--- config.mk ---
export PLATFORM = sky130hd
export DESIGN_NAME = mem_arbiter
export DESIGN_NICKNAME = d
export VERILOG_FILES = /design/src/rtl/mem_arbiter.sv
export SDC_FILE = /design/constraint.sdc
export NUM_CORES = 1
export LEC_CHECK = 0
export ABC_AREA = 1
export BUFFER_PORTS_ARGS = -buffer_cell sky130_fd_sc_hd__buf_2
export CELL_PAD_IN_SITES_DETAIL_PLACEMENT = 1
export CELL_PAD_IN_SITES_GLOBAL_PLACEMENT = 1
export CORE_MARGIN = 5
export CORE_UTILIZATION = 33
export DETAILED_ROUTE_END_ITERATION = 10
export HOLD_SLACK_MARGIN = 0.06
export PLACE_DENSITY = 0.9
export SLEW_MARGIN = 20
export SYNTH_ARGS = -nofsm -noshare
export SYNTH_HDL_FRONTEND = slang
export SYNTH_SLANG_ARGS = --single-unit
--- constraint.sdc ---
create_clock -name clk_rev -period 5.25 [get_ports clk_rev]
set_input_delay 0.525 -clock clk_rev [delete_from_list [all_inputs] [get_ports clk_rev]]
set_output_delay 0.525 -clock clk_rev [all_outputs]
set_load 0.05 [all_outputs]
--- src/rtl/mem_arbiter.sv ---
// mem_arbiter: round-robin CPU/DMA arbiter onto one memory port with ack timeout.
// Ports:
//   clk_rev, reset (async, active-high)
//   cpu_rd_req/cpu_wr_req/cpu_addr/cpu_wdata/cpu_strb -> cpu_valid/cpu_rdata
//   dma_rd_req/dma_wr_req/dma_addr/dma_wdata/dma_strb -> dma_valid/dma_rdata
//   mem_rd/mem_wr/mem_addr/mem_wdata/mem_strb (registered) <- mem_ack/mem_rdata
//   err (timeout pulse alongside valid), busy (not IDLE)
module mem_arbiter #(
  parameter int          TIMEOUT  = 255,
  parameter logic [31:0] ERR_DATA = 32'hDEADBEEF
) (
  input  logic        clk_rev,
  input  logic        reset,
  input  logic        cpu_rd_req,
  input  logic        cpu_wr_req,
  input  logic [31:0] cpu_addr,
  input  logic [31:0] cpu_wdata,
  input  logic [2:0]  cpu_strb,
  output logic        cpu_valid,
  output logic [31:0] cpu_rdata,
  input  logic        dma_rd_req,
  input  logic        dma_wr_req,
  input  logic [31:0] dma_addr,
  input  logic [31:0] dma_wdata,
  input  logic [2:0]  dma_strb,
  output logic        dma_valid,
  output logic [31:0] dma_rdata,
  output logic        mem_rd,
  output logic        mem_wr,
  output logic [31:0] mem_addr,
  output logic [31:0] mem_wdata,
  output logic [2:0]  mem_strb,
  input  logic        mem_ack,
  input  logic [31:0] mem_rdata,
  output logic        err,
  output logic        busy
);
  localparam int CW = $clog2(TIMEOUT + 1);
  typedef enum logic [1:0] {IDLE, GNT_CPU, GNT_DMA, DONE} state_t;
  state_t      state, state_n;
  logic        last_dma, last_dma_n;
  logic [CW-1:0] cnt, cnt_n;
  logic        rd_n, wr_n, cpu_valid_n, dma_valid_n, err_n;
  logic [31:0] addr_n, wdata_n, cpu_rdata_n, dma_rdata_n, rsel;
  logic [2:0]  strb_n;
  logic        cpu_act, dma_act, pick_dma, timeout, finish;
  assign cpu_act  = cpu_rd_req | cpu_wr_req;
  assign dma_act  = dma_rd_req | dma_wr_req;
  // DMA wins only when CPU is idle, or on a tie when CPU was granted last
  assign pick_dma = dma_act & (~cpu_act | ~last_dma);
  // cnt counts completed wait cycles; the next miss is the TIMEOUT-th one
  assign timeout  = cnt == CW'(TIMEOUT - 1);
  assign finish   = mem_ack | timeout;
  assign rsel     = mem_ack ? mem_rdata : ERR_DATA;
  assign busy     = state != IDLE;
  always_comb begin
    state_n     = state;
    last_dma_n  = last_dma;
    cnt_n       = cnt;
    rd_n        = mem_rd;
    wr_n        = mem_wr;
    addr_n      = mem_addr;
    wdata_n     = mem_wdata;
    strb_n      = mem_strb;
    cpu_valid_n = 1'b0;
    dma_valid_n = 1'b0;
    err_n       = 1'b0;
    cpu_rdata_n = cpu_rdata;
    dma_rdata_n = dma_rdata;
    case (state)
      IDLE: if (cpu_act | dma_act) begin
        state_n    = pick_dma ? GNT_DMA : GNT_CPU;
        last_dma_n = pick_dma;
        cnt_n      = '0;
        addr_n     = pick_dma ? dma_addr : cpu_addr;
        wdata_n    = pick_dma ? dma_wdata : cpu_wdata;
        strb_n     = pick_dma ? dma_strb : cpu_strb;
        wr_n       = pick_dma ? dma_wr_req : cpu_wr_req;
        rd_n       = pick_dma ? dma_rd_req & ~dma_wr_req : cpu_rd_req & ~cpu_wr_req;
      end
      GNT_CPU, GNT_DMA: if (finish) begin
        state_n     = DONE;
        rd_n        = 1'b0;
        wr_n        = 1'b0;
        err_n       = ~mem_ack;
        cpu_valid_n = state == GNT_CPU;
        dma_valid_n = state == GNT_DMA;
        cpu_rdata_n = (state == GNT_CPU && mem_rd) ? rsel : cpu_rdata;
        dma_rdata_n = (state == GNT_DMA && mem_rd) ? rsel : dma_rdata;
      end else begin
        cnt_n = cnt + 1'b1;
      end
      default: state_n = IDLE;
    endcase
  end
  always_ff @(posedge clk_rev or posedge reset) begin
    if (reset) begin
      state     <= IDLE;
      last_dma  <= 1'b1;
      cnt       <= '0;
      mem_rd    <= 1'b0;
      mem_wr    <= 1'b0;
      mem_addr  <= '0;
      mem_wdata <= '0;
      mem_strb  <= '0;
      cpu_valid <= 1'b0;
      dma_valid <= 1'b0;
      err       <= 1'b0;
      cpu_rdata <= '0;
      dma_rdata <= '0;
    end else begin
      state     <= state_n;
      last_dma  <= last_dma_n;
      cnt       <= cnt_n;
      mem_rd    <= rd_n;
      mem_wr    <= wr_n;
      mem_addr  <= addr_n;
      mem_wdata <= wdata_n;
      mem_strb  <= strb_n;
      cpu_valid <= cpu_valid_n;
      dma_valid <= dma_valid_n;
      err       <= err_n;
      cpu_rdata <= cpu_rdata_n;
      dma_rdata <= dma_rdata_n;
    end
  end
endmodule

==> reports/summary.txt <==
Status: finished clean
CTS tree: built
Initial Util: 0.3366
Total Wirelength: 23.16 mm
Die area: 0.02368 mm²
Syn Area/Cell: 8.436 µm²
Yosys warns: 0
Post-Place Worst Slack: 2.750 ns
P_leak: 5.132 nW
# rows: 52
Final setup viols: 0
Setup crit end kind: register
Diode count: 0
# H-tree levels: 4
Crit path DAT: 2.65 ns
Hold-fix buffer count after cts: 0
Area of the mapped netlist: 0.006833 mm²
Post-synth EDFFs: 0
Final Hold Fails: 0
Post-synthesis register bit count: 147
Post-layout minimum cycle time: 2.344 ns
Critical Setup Path Class: register to register
Worst Hold Class: input pin to async pin
Top cells by count, synth: nand2_1 (323), dfrtp_1 (146), inv_1 (87), o211ai_1 (67), o21ai_1 (53)
Largest net degree at the start of global routing: 81
Slowest CP cell: buf_4
Root buffer cell: clkbuf_16
Vias in the first global route: 6805
Period utilization: 0.4465
RR Startpoint: last_dma$_DFFE_PP1P_
Clk_lat worst skew: 0.42 ns
Top post-synthesis cells by area: dfrtp_1 (53%), nand2_1 (18%), o211ai_1 (7.4%)
Max cap viols: 0
Vias: 6492
Cell Pwr Density: 755.4 mW/mm²
First-pass GRT wire length: 36.84 mm
RSZ-0062 raised after global routing: no
Port bufs: 309
Longest Clk Path Bufs: 2
DRT iter0 DRCs: 218
Synth area leader: dfrtp_1
Clock-pin slew on the worst setup and hold paths: 0.07 ns
Overall global routing resource usage: 0.1931
Post-CTS setup buffers: 0
Synth top area share: 0.5347
Tightest Pin Transition: 0.8472 ns
WHS: 0.2217 ns
CP Max Fanout: 78
R2r endpoint: mem_wdata[20]$_DFFE_PP0P_
Final instance count without filler cells: 1380
TNS Setup: 0 ns
Critical Path Start Type: register
Sequential share of the synthesized area: 0.5385
Vias per inst: 4.704
Placed cells: 1348
Core Region: 0.02030 mm²
Global placement routability congestion: 0.8440
Fmax achieved: 426.6 MHz
Tot Pwr: 6.819 mW
IO Pins: 310
Syn nets: 989
Layout cell share with drive strength beyond 1: 0.3378
Grt total ovfl: 0
Setup WS post-layout: 2.906 ns
Residual DRC count: 0
PostCTS Resize Cnt: 0
R2r worst-path depth: 6
Main synth FF type: dfrtp_1
Antenna-violating nets left: 0
CP most frequent cell: nand2_1
Fin. max-slew vios: 0
First drt pass iteration count: 4
R2r setup slk: 2.91 ns
Clk_skew: 0.01497 ns
TritonCTS Sinks: 147
Synthesis-to-finish area growth: 32.12%
CTS buffer count: 17
Cells after Synth: 810
WL/cell: 16.78 µm
Chip Width: 153.9 µm
Relative slew slack: 0.4352
Die height: 153.9 µm
CP Cell Sequence: o21ai_1 -> nand2_4 -> buf_4 -> nand2_1 -> o211ai_1 -> nand2_1
Antenna violations before repair: 4
Net count, final: 1276
Slowest stage delay, CP: 0.60 ns
Peak supply drop: 0.3709 mV
Post-synth cell types: 30
DP HPWL: 17.60 mm
Async S/R FF share, synth: 1.000
Fill count: 2540
Cell with the most instances after synthesis: nand2_1
Required @ worst endpoint: 5.55 ns
[cell families (layout without fill, tap and decap cells)]
family                     count (synthesis)  after routing  share of synthesized area
xor gates and xnor gates                   2              2                   0.002564
buffers and inverters                    135            435                    0.09284
AOI/OAI and AO/OA                        141            141                     0.1344
DFF                                      147            147                     0.5385
and+or+nand+nor                          379            379                     0.2207
adders and majority gates                  6              6                    0.01099
[registers in the layout, summed over array words and instances (netlist names), 2 cells and up]
register   cells
cnt            8
state          2
cpu_rdata     32
mem_strb       3
mem_addr      32
dma_rdata     32
mem_wdata     32
[report_power, final]
| part | switching, mW | internal [mW] | total, mW |
|---|---|---|---|
| clock | 0.548 | 0.626 | 1.17 |
| combinational | 2.90 | 0.804 | 3.71 |
| sequential | 0.288 | 1.65 | 1.94 |
| total | 3.74 | 3.08 | 6.82 |
[worst max-delay path by stage]
stage	to	slack, ns	startpoint
6_report	mem_wdata[20]$_DFFE_PP0P_	2.91	last_dma$_DFFE_PP1P_
5_1_grt	mem_addr[15]$_DFFE_PP0P_	2.69	last_dma$_DFFE_PP1P_
2_1_floorplan	cnt[0]$_DFFE_PP0P_	0.78	reset
3_3_place_gp	mem_addr[7]$_DFFE_PP0P_	2.90	cpu_rd_req
4_1_cts	mem_wdata[20]$_DFFE_PP0P_	2.90	last_dma$_DFFE_PP1P_
3_5_place_dp	mem_wdata[20]$_DFFE_PP0P_	2.75	cpu_rd_req
[metrics by stage]
stage	utilization	cell area, µm²
after floorplan	-	6833
final	0.4447	9027
after detailed placement	0.4169	8463
after CTS	0.4447	9027
after global placement	0.4169	8463
after global routing	0.4447	9027
[area by class of cell]
type                    instances  area, µm²  area share
repair buffers                313       1577      0.1746
clock inverters                15      138.9     0.01538
flip-flops and latches        147       3680      0.4076
clock buffers                  17      425.4     0.04712
multi-input cells             528       2526      0.2798
inverters                      90      342.8     0.03798
well taps                     270      337.8     0.03742
[layer usage]
metal | wire length [µm] | global-route usage | up-vias
li1 | - | - | 3136
met4 | 455 | 0.05971 | 8
met1 | 9445 | 0.2358 | 3055
met5 | 57 | 0 | -
met2 | 11330 | 0.3271 | 258
met3 | 1865 | 0.06127 | 35
[worst max-delay path: cells and delay by family, from the launching register on]
family	cells	cell delay [ns]
DFF	1	0.53
buffers and inverters	1	0.60
and+or+nand+nor	3	0.79
AOI/OAI and AO/OA	2	0.27
[cells in the final DEF (no fill, tap or decap), drive strengths merged, types with 2 or more instances in the layout]
cell	count
nand2	328
a21oi	5
clkbuf	17
o21ai	69
nor2	36
clkinv	4
ha	6
o211ai	67
nor3	2
inv	98
clkinvlp	3
dfrtp	146
buf	313
nand3	9
Note: power is estimated with default switching activity, not from simulation.
